===== config.mk =====
export PLATFORM = sky130hd
export DESIGN_NAME = packed_field_arbiter
export DESIGN_NICKNAME = d
export VERILOG_FILES = /design/src/rtl/packed_field_arbiter.sv
export SDC_FILE = /design/constraint.sdc
export NUM_CORES = 1
export LEC_CHECK = 0
export BUFFER_PORTS_ARGS = -buffer_cell sky130_fd_sc_hd__clkbuf_2
export CELL_PAD_IN_SITES_DETAIL_PLACEMENT = 0
export CELL_PAD_IN_SITES_GLOBAL_PLACEMENT = 1
export CORE_MARGIN = 3
export CORE_UTILIZATION = 29
export DETAILED_ROUTE_END_ITERATION = 10
export GPL_TIMING_DRIVEN = 0
export HOLD_SLACK_MARGIN = 0.12
export MAX_ROUTING_LAYER = met4
export PLACE_DENSITY = 0.81
export SYNTH_ARGS = -nofsm -noshare
export SYNTH_HDL_FRONTEND = slang
export SYNTH_HIERARCHICAL = 1
export SYNTH_SLANG_ARGS = --single-unit

===== constraint.sdc =====
create_clock -name clk -period 1.7 [get_ports clk]
set_input_delay 0.085 -clock clk [delete_from_list [all_inputs] [get_ports clk]]
set_output_delay 0.085 -clock clk [all_outputs]
set_load 0.02 [all_outputs]

===== src/rtl/packed_field_arbiter.sv =====
// Round-robin arbiter sharing one packed {x,y,z} status register among NUM_REQ writers.
// Optional parity self-check enabled by defining PACKED_FIELD_ARB_PARITY_EN.

module pfa_field #(
  parameter int W = 1
)(
  input  logic [W-1:0] cur,
  input  logic [W-1:0] wdata,
  input  logic         we,
  output logic [W-1:0] nxt
);
  assign nxt = we ? wdata : cur;
endmodule

module packed_field_arbiter #(
  parameter int NUM_REQ  = 4,
  parameter int FIELD_W  = 1,
  parameter int MAX_HOLD = 4,
  localparam int ID_W    = (NUM_REQ > 1) ? $clog2(NUM_REQ) : 1
)(
  input  logic                           clk,
  input  logic                           rst_n,
  input  logic [NUM_REQ-1:0]             req_valid,
  input  logic [NUM_REQ-1:0]             req_lock,
  input  logic [3*NUM_REQ-1:0]           req_wmask,
  input  logic [3*FIELD_W*NUM_REQ-1:0]   req_wdata,
  output logic [NUM_REQ-1:0]             req_ready,
  output logic [ID_W-1:0]                grant_id,
  output logic                           busy,
  output logic [3*FIELD_W-1:0]           st_packed,
  output logic [FIELD_W-1:0]             st_x,
  output logic [FIELD_W-1:0]             st_y,
  output logic [FIELD_W-1:0]             st_z
`ifdef PACKED_FIELD_ARB_PARITY_EN
  ,
  output logic                           st_parity,
  output logic                           parity_err
`endif
);
  localparam int HC_W = $clog2(MAX_HOLD) + 1;
  localparam int SW   = 3*FIELD_W;

  typedef enum logic {IDLE, OWNED} state_t;

  state_t          state, state_n;
  logic [ID_W-1:0] ptr, ptr_n, owner, owner_n, owner_inc, win;
  logic [HC_W-1:0] hold, hold_n;
  logic            xfer;
  logic [2:0]      wm [NUM_REQ];
  logic [SW-1:0]   wd [NUM_REQ];
  logic [2:0]      wm_o;
  logic [SW-1:0]   wd_o, st_n;

  for (genvar g = 0; g < NUM_REQ; g++) begin : g_req
    assign wm[g] = req_wmask[3*g +: 3];
    assign wd[g] = req_wdata[SW*g +: SW];
  end

  assign wm_o = wm[owner];
  assign wd_o = wd[owner];

  // Mask bit f guards field slice f, so bit2 lands on x in the MSBs.
  for (genvar f = 0; f < 3; f++) begin : g_fld
    pfa_field #(.W(FIELD_W)) u_fld (
      .cur   (st_packed[f*FIELD_W +: FIELD_W]),
      .wdata (wd_o[f*FIELD_W +: FIELD_W]),
      .we    (xfer & wm_o[f]),
      .nxt   (st_n[f*FIELD_W +: FIELD_W])
    );
  end

  // Scan downward so the lowest offset from ptr is the last (winning) assignment.
  always_comb begin : arb
    logic [ID_W:0] idx;
    win = '0;
    idx = '0;
    for (int i = NUM_REQ-1; i >= 0; i--) begin
      idx = {1'b0, ptr} + (ID_W+1)'(i);
      if (idx >= (ID_W+1)'(NUM_REQ)) idx = idx - (ID_W+1)'(NUM_REQ);
      if (req_valid[idx[ID_W-1:0]]) win = idx[ID_W-1:0];
    end
  end

  assign owner_inc = (owner == ID_W'(NUM_REQ-1)) ? '0 : owner + 1'b1;

  always_ff @(posedge clk) begin
    if (!rst_n) begin
      state     <= IDLE;
      ptr       <= '0;
      owner     <= '0;
      hold      <= '0;
      st_packed <= '0;
    end else begin
      state     <= state_n;
      ptr       <= ptr_n;
      owner     <= owner_n;
      hold      <= hold_n;
      st_packed <= st_n;
    end
  end

  always_comb begin
    state_n = state;
    ptr_n   = ptr;
    owner_n = owner;
    hold_n  = hold;
    xfer    = 1'b0;
    case (state)
      IDLE: begin
        if (|req_valid) begin
          state_n = OWNED;
          owner_n = win;
          hold_n  = '0;
        end
      end
      OWNED: begin
        xfer = req_valid[owner];
        // Dropping valid releases exactly like an unlocked transfer, minus the write.
        if (!req_valid[owner] || !req_lock[owner] || hold == HC_W'(MAX_HOLD-1)) begin
          state_n = IDLE;
          ptr_n   = owner_inc;
        end else begin
          hold_n  = hold + 1'b1;
        end
      end
      default: state_n = IDLE;
    endcase
  end

  always_comb begin
    req_ready = '0;
    if (state == OWNED) req_ready[owner] = 1'b1;
  end

  assign busy     = (state == OWNED);
  assign grant_id = owner;
  assign st_x     = st_packed[2*FIELD_W +: FIELD_W];
  assign st_y     = st_packed[FIELD_W +: FIELD_W];
  assign st_z     = st_packed[0 +: FIELD_W];

`ifdef PACKED_FIELD_ARB_PARITY_EN
  logic [SW-1:0] fmask;
  for (genvar f = 0; f < 3; f++) begin : g_pmask
    assign fmask[f*FIELD_W +: FIELD_W] = {FIELD_W{wm_o[f]}};
  end

  always_ff @(posedge clk) begin
    if (!rst_n) begin
      st_parity  <= 1'b0;
      parity_err <= 1'b0;
    end else begin
      st_parity  <= ^st_n;
      parity_err <= xfer && ((^(st_n & fmask)) != (^(wd_o & fmask)));
    end
  end
`endif

endmodule


==> results by group, run 1 <==
Synth
  – Seq cells post-synth: 11
  – Yosys top cell by area: dfxtp_1
  – Mapped Nets: 131
  – Sequential area share after synthesis: 24.7%
  – Synth Instances: 91
  – YS warnings: 6
  – Netlist cell types: 27
  – Synthesized area: 892 µm²
  – Avg Cell Area, Syn: 9.80 µm²
  – Share of the synthesized area in the top cell type: 24.7%
  – Ranking of synthesized cells by area: dfxtp_1 (25%), mux4_2 (15%), mux2i_1 (9.0%)

Routing
  – Vias: 878
  – Antenna Violating Nets Remaining: 0
  – Drt drc: 0
  – DRT iter0 DRCs: 30
  – Drt via density: 4.96
  – Drt first pass iters: 4
  – Drt wl/cell: 12.6 µm
  – Drt total wl: 2230 µm

Clocking
  – TritonCTS clock tree: done
  – Clock sinks: 11
  – Clk Tree Root Cell: clkbuf_4
  – Htree depth: 1
  – Hold buffer count at CTS: 0
  – Clock Tree Buf Depth: 2
  – Clk slew on worst S/H paths: 0.07 ns
  – CTS Buf Count: 3
  – Clk_lat worst skew: 0.26 ns

STA
  – Tcrit/Tclk final: 101%
  – Clock Skews: 0.00169 ns
  – Worst hold slack: 0.146 ns
  – Max_slew headroom: 72.1%
  – Smallest setup slack after layout: -0.0246 ns
  – Max Freq: 0.580 GHz
  – Final setup violating endpoints: 3
  – Final worst path period need: 1.72 ns
  – Final Hold Viols: 0
  – Worst-Margin Slew: 0.419 ns
  – Max-slew violation count: 0
  – RSZ-0062 raised after global routing: true

Floorplanning
  – Width of the die: 61.5 µm
  – Row Count: 19
  – I/O pins: 47
  – Initial core utilization: 31.3%
  – Die H: 61.5 µm
  – Die area: 3780 µm²
  – Core Area: 2850 µm²

GRT
  – Total track usage: 12.2%
  – M3 GR Usage: 3.35%
  – Initial antenna violation count: 0
  – Grt ovf: 0
  – First-pass GRT wire length: 3370 µm
  – Vias in the first global route: 816
  – GRT met2 Usage: 22.5%
  – Most used routing layer: met2
  – Largest net degree at the start of global routing: 11
  – M1 GR Usage: 12.8%

Min path
  – Worst Hold Class: input pin to register

Layout
  – N_diodes: 0
  – Share of layout cells above drive strength 1: 56.2%
  – Layout Nets: 187
  – Area Overhead vs Synth: 43.5%
  – Final Cell Area: 1280 µm²

Worst setup path
  – Worst-path fanout max: 6
  – Crit-path max cell delay: 0.49 ns
  – Startpoint class of the critical path: register
  – CP Class: register to register
  – Worst Path Arrival: 1.89 ns
  – WP buf/inv: 1
  – Critical-path top delay cell: mux4_2
  – CP delay by family, top: multiplexers
  – WP data required: 1.86 ns
  – Setup crit end kind: register
  – Crit path cell chain: buf_12, mux4_2, and3_4, mux2_4, and2_4

Place
  – Area of placed instances: 1190 µm²
  – Buffers on Ports: 46
  – Pre-CTS WS: -0.124 ns
  – Routability congestion estimate: 0.749
  – HPWL Detailed: 1790 µm

Run status
  – Status: complete, but fails checks
  – Failing checks: setup timing

Pwr
  – Leak: 0.601 nW
  – PwrDens: 582 nW/µm²
  – VDD IR-drop max: 0.180 mV

Run
  – Max Cap Viol: 0
## state kept, by name, summed over array words and instances, names as in the netlist
register / cells
hold: 3
ptr: 2
grant_id: 2
busy: 1
st_packed: 3
## cell usage after synthesis
master and count:
dfxtp_1 11, mux2i_1 8, nand2_1 8, and2_1 7, ha_1 6, mux4_2 6
and3_1 4, buf_2 4, inv_1 4, a21oi_1 3, buf_4 3, mux2_4 3
nand2b_1 3, nand3_1 3, nor2_1 3, a21boi_0 2, clkbuf_1 2, o21a_1 2
a21boi_1 1, mux4_1 1, nor3b_1 1, nor4_1 1, o221ai_1 1, o22ai_1 1
or2_0 1, or2_2 1, or4_1 1
## final timing paths
check	startpoint	slack, ns	end	cells past startpoint
setup reg to reg	grant_id[0]	-0.02	st_packed[1]	5
hold / removal	rst_n	0.15	hold[1]	3
hold reg to reg	hold[0]	0.48	hold[0]	2
setup / recovery	grant_id[0]	-0.02	st_packed[1]	5
## cells by family after synthesis
| family | Yosys count | synth area share [%] |
|---|---|---|
| buffers and inverters | 13 | 7.29 |
| AOI/OAI and AO/OA | 10 | 7.57 |
| DFF | 11 | 24.7 |
| and+or+nand+nor | 33 | 19.9 |
| muxes | 18 | 32.1 |
| adders and majority gates | 6 | 8.41 |
## layout by cell type, fill, tap and decap left out, drive strengths merged, types with 3 or more instances in the layout
master / count
mux2: 3
nand3: 3
nor2: 3
nand2b: 3
and2: 7
and3: 4
nand2: 8
clkbuf: 52
inv: 4
mux4: 7
ha: 6
dfxtp: 11
a21oi: 3
buf: 12
mux2i: 8
a21boi: 3
## area by class of cell
type	instances	area, µm²
clock buffers	4	26.3
well taps	31	38.8
multi-input cells	67	632
plain buffers	9	73.8
repair buffers	51	268
flip-flops and latches	11	226
inverters	4	15.0
fillers	259	1570
## report_power, final
part           leakage, nW  switching, mW  internal (mW)  total [mW]
sequential          0.0913         0.0160          0.274       0.290
clock               0.0150         0.0844         0.0906       0.175
combinational        0.495          0.124          0.156       0.281
total                0.601          0.225          0.521       0.746
## per-layer routing
metal	wire, µm	share of wire (%)
met3	248	11
met4	0	0
met5	0	0
met2	1040	47
met1	936	42
## repair_timing
item                       in CTS  in global routing
setup buffers                   4                  1
setup endpoints to repair       9                  8
resized for setup               5                  6
pin swaps                       0                  1
## worst min-delay path: cells and delay by family
family                 cells  cell delay, ns
buffers and inverters      1            0.13
AND/OR/NAND/NOR            1            0.08
multiplexers               1            0.06
## per-stage QoR
step | cells | util, % | setup TNS (ns) | total power [mW]
after floorplan | 91 | - | -0.150 | 0.462
after detailed placement | 168 | 41.8 | -0.517 | 0.551
final | 177 | 44.9 | -0.0530 | 0.746
after global placement | 168 | 41.8 | -0.360 | 0.545
after global routing | 177 | 44.9 | -0.164 | 0.796
after CTS | 176 | 44.2 | -0.0983 | 0.751
(Power assumes the default switching activity.)
==> run 2: changes to the inputs <==
--- a/config.mk
+++ b/config.mk
@@ -5,6 +5,7 @@
 export SDC_FILE = /design/constraint.sdc
 export NUM_CORES = 1
 export LEC_CHECK = 0
+export ABC_CLOCK_PERIOD_IN_PS = 1700
 export BUFFER_PORTS_ARGS = -buffer_cell sky130_fd_sc_hd__clkbuf_2
 export CELL_PAD_IN_SITES_DETAIL_PLACEMENT = 0
 export CELL_PAD_IN_SITES_GLOBAL_PLACEMENT = 1
@@ -15,6 +16,7 @@
 export HOLD_SLACK_MARGIN = 0.12
 export MAX_ROUTING_LAYER = met4
 export PLACE_DENSITY = 0.81
+export REMOVE_ABC_BUFFERS = 1
 export SYNTH_ARGS = -nofsm -noshare
 export SYNTH_HDL_FRONTEND = slang
 export SYNTH_HIERARCHICAL = 1
==> run 2 against run 1 <==
The run still ends with setup timing left. Cell count down 5.1%. Die area unchanged. Global-route usage down 0.62 points. Maximum frequency up 0.53%. Design area down 4.3%. Sequential share of layout area up 0.90 points. Sequential cell count unchanged. Register-to-register slack about the same. Sequential power up 3%. Critical path type unchanged. Largest cell class unchanged.
==> results by group, run 2 (synthesized netlist as in run 1, its figures left out) <==
Clocking
  – TritonCTS clock tree: done
  – CTS Buf Count: 3
  – Clk slew on worst S/H paths: 0.07 ns
  – Clock Tree Buf Depth: 2
  – Clk_lat worst skew: 0.26 ns
  – Hold buffer count at CTS: 0
  – Htree depth: 1
  – Clock sinks: 11
  – Clk Tree Root Cell: clkbuf_4

Pwr
  – Leak: 0.559 nW
  – VDD IR-drop max: 0.158 mV
  – PwrDens: 596 nW/µm²
  – Switching power: 0.222 mW
  – Tot Pwr: 0.730 mW
  – Clock power frac: 23.9%
  – Combinational group share of total power: 35.1%
  – Int Pwr: 0.508 mW
  – Sequential share of power: 41.0%
  – Sw Ratio: 30.5%

STA
  – Final setup violating endpoints: 3
  – Tcrit/Tclk final: 101%
  – Max-slew violation count: 0
  – Max_slew headroom: 75.6%
  – Max Freq: 0.583 GHz
  – Smallest setup slack after layout: -0.0156 ns
  – Clock Skews: 0.00198 ns
  – Setup TNS: -0.0335 ns
  – Final Hold Viols: 0
  – RSZ-0062 raised after global routing: true
  – Worst-Margin Slew: 0.362 ns
  – Final worst path period need: 1.72 ns

Routing
  – Drt wl/cell: 13.5 µm
  – Drt first pass iters: 4
  – Vias: 851
  – Drt via density: 5.07
  – Drt total wl: 2270 µm
  – DRT iter0 DRCs: 39
  – Antenna Violating Nets Remaining: 0
  – Drt drc: 0

Min path
  – Worst Hold Class: input pin to register
  – Hold path depth: 4

Floorplanning
  – Width of the die: 61.5 µm
  – I/O pins: 47
  – Die H: 61.5 µm
  – Initial core utilization: 31.3%
  – Row Count: 19
  – Core Area: 2850 µm²
  – Die area: 3780 µm²

Worst setup path
  – WP data required: 1.86 ns
  – Setup crit end kind: register
  – Startpoint class of the critical path: register
  – CP Class: register to register
  – Worst R2R Path Depth: 5
  – Worst-path fanout max: 7
  – Worst Path Arrival: 1.88 ns

Layout
  – Commonest non-fill, non-tap cell in the layout: clkbuf_2
  – Post-Layout Cell Count: 168
  – Largest regs: hold x3, st_packed x3
  – Fill count: 304
  – N_diodes: 0
  – Area Overhead vs Synth: 37.3%
  – Share of layout cells above drive strength 1: 54.7%
  – Layout Nets: 178
  – Most frequent cells in the layout: clkbuf_2 (46), dfxtp_1 (9), mux2i_1 (8), nand2_1 (8), mux4_2 (7)

GRT
  – Total track usage: 11.6%
  – Initial antenna violation count: 0
  – Vias in the first global route: 744
  – Largest net degree at the start of global routing: 17
  – First-pass GRT wire length: 3120 µm
  – Grt ovf: 0

Run
  – Max Cap Viol: 0

Place
  – Pre-CTS WS: -0.634 ns
  – HPWL Detailed: 1700 µm
  – Buffers on Ports: 46
  – Routability congestion estimate: 0.701
  – Placed Instances: 159

Run status
  – Failing checks: setup timing
  – Status: complete, but fails checks
==> run 2: power groups by stage <==
| stage | combinational, mW | sequential, mW | clock (mW) |
|---|---|---|---|
| 2_1_floorplan | 0.117 | 0.320 | 0 |
| 3_3_place_gp | 0.206 | 0.313 | 0 |
| 3_5_place_dp | 0.211 | 0.315 | 0 |
| 4_1_cts | 0.250 | 0.299 | 0.184 |
| 5_1_grt | 0.279 | 0.303 | 0.196 |
| 6_report | 0.256 | 0.299 | 0.175 |
==> run 2: timing repair <==
item / 4_1_cts / 5_1_grt
pin swaps: 0 / 1
gates cloned: 0 / 0
buffers inserted: 4 / 1
endpoints found under the setup margin: 13 / 6
gates resized for setup: 11 / 3
==> run 2: per-layer routing <==
metal / GRT usage [%] / wire, µm / vias to the layer above
li1: - / - / 417
met1: 11.9 / 988 / 389
met2: 21.5 / 1070 / 43
met3: 2.73 / 198 / 2
met4: 3.64 / 14 / 0
met5: - / 0 / -
==> run 2: worst paths after layout <==
check,from,end,slack (ns)
min reg2reg,hold[2],hold[2],0.48
max,grant_id[0],st_packed[1],-0.02
max reg2reg,grant_id[0],st_packed[1],-0.02
min,req_valid[3],grant_id[0],0.23
==> run 2: through the flow <==
| stage | cell area (µm²) | utilization [%] | hold slack (ns) |
|---|---|---|---|
| global placement | 1110 | 38.9 | 0.453 |
| global route | 1220 | 42.9 | 0.219 |
| finish | 1220 | 42.9 | 0.232 |
| floorplan | 842 | - | 0.203 |
| CTS | 1200 | 42.2 | 0.219 |
| detailed placement | 1110 | 38.9 | 0.469 |
==> run 2: worst max-delay path, stage by stage, from the launching register on <==
cell,delay (ns)
dfxtp_4,0.37
buf_12,0.12
mux4_2,0.49
and3_4,0.20
mux2_4,0.29
and2_4,0.15
==> run 2: area by class of cell <==
type	instances	area, µm²	share of cell area (%)
multi-input combinational	67	637	52.0
timing repair buffer	51	280	22.9
sequential	11	228	18.6
tap	31	38.8	3.17
clock buffer	4	26.3	2.15
inverter	4	15.0	1.23
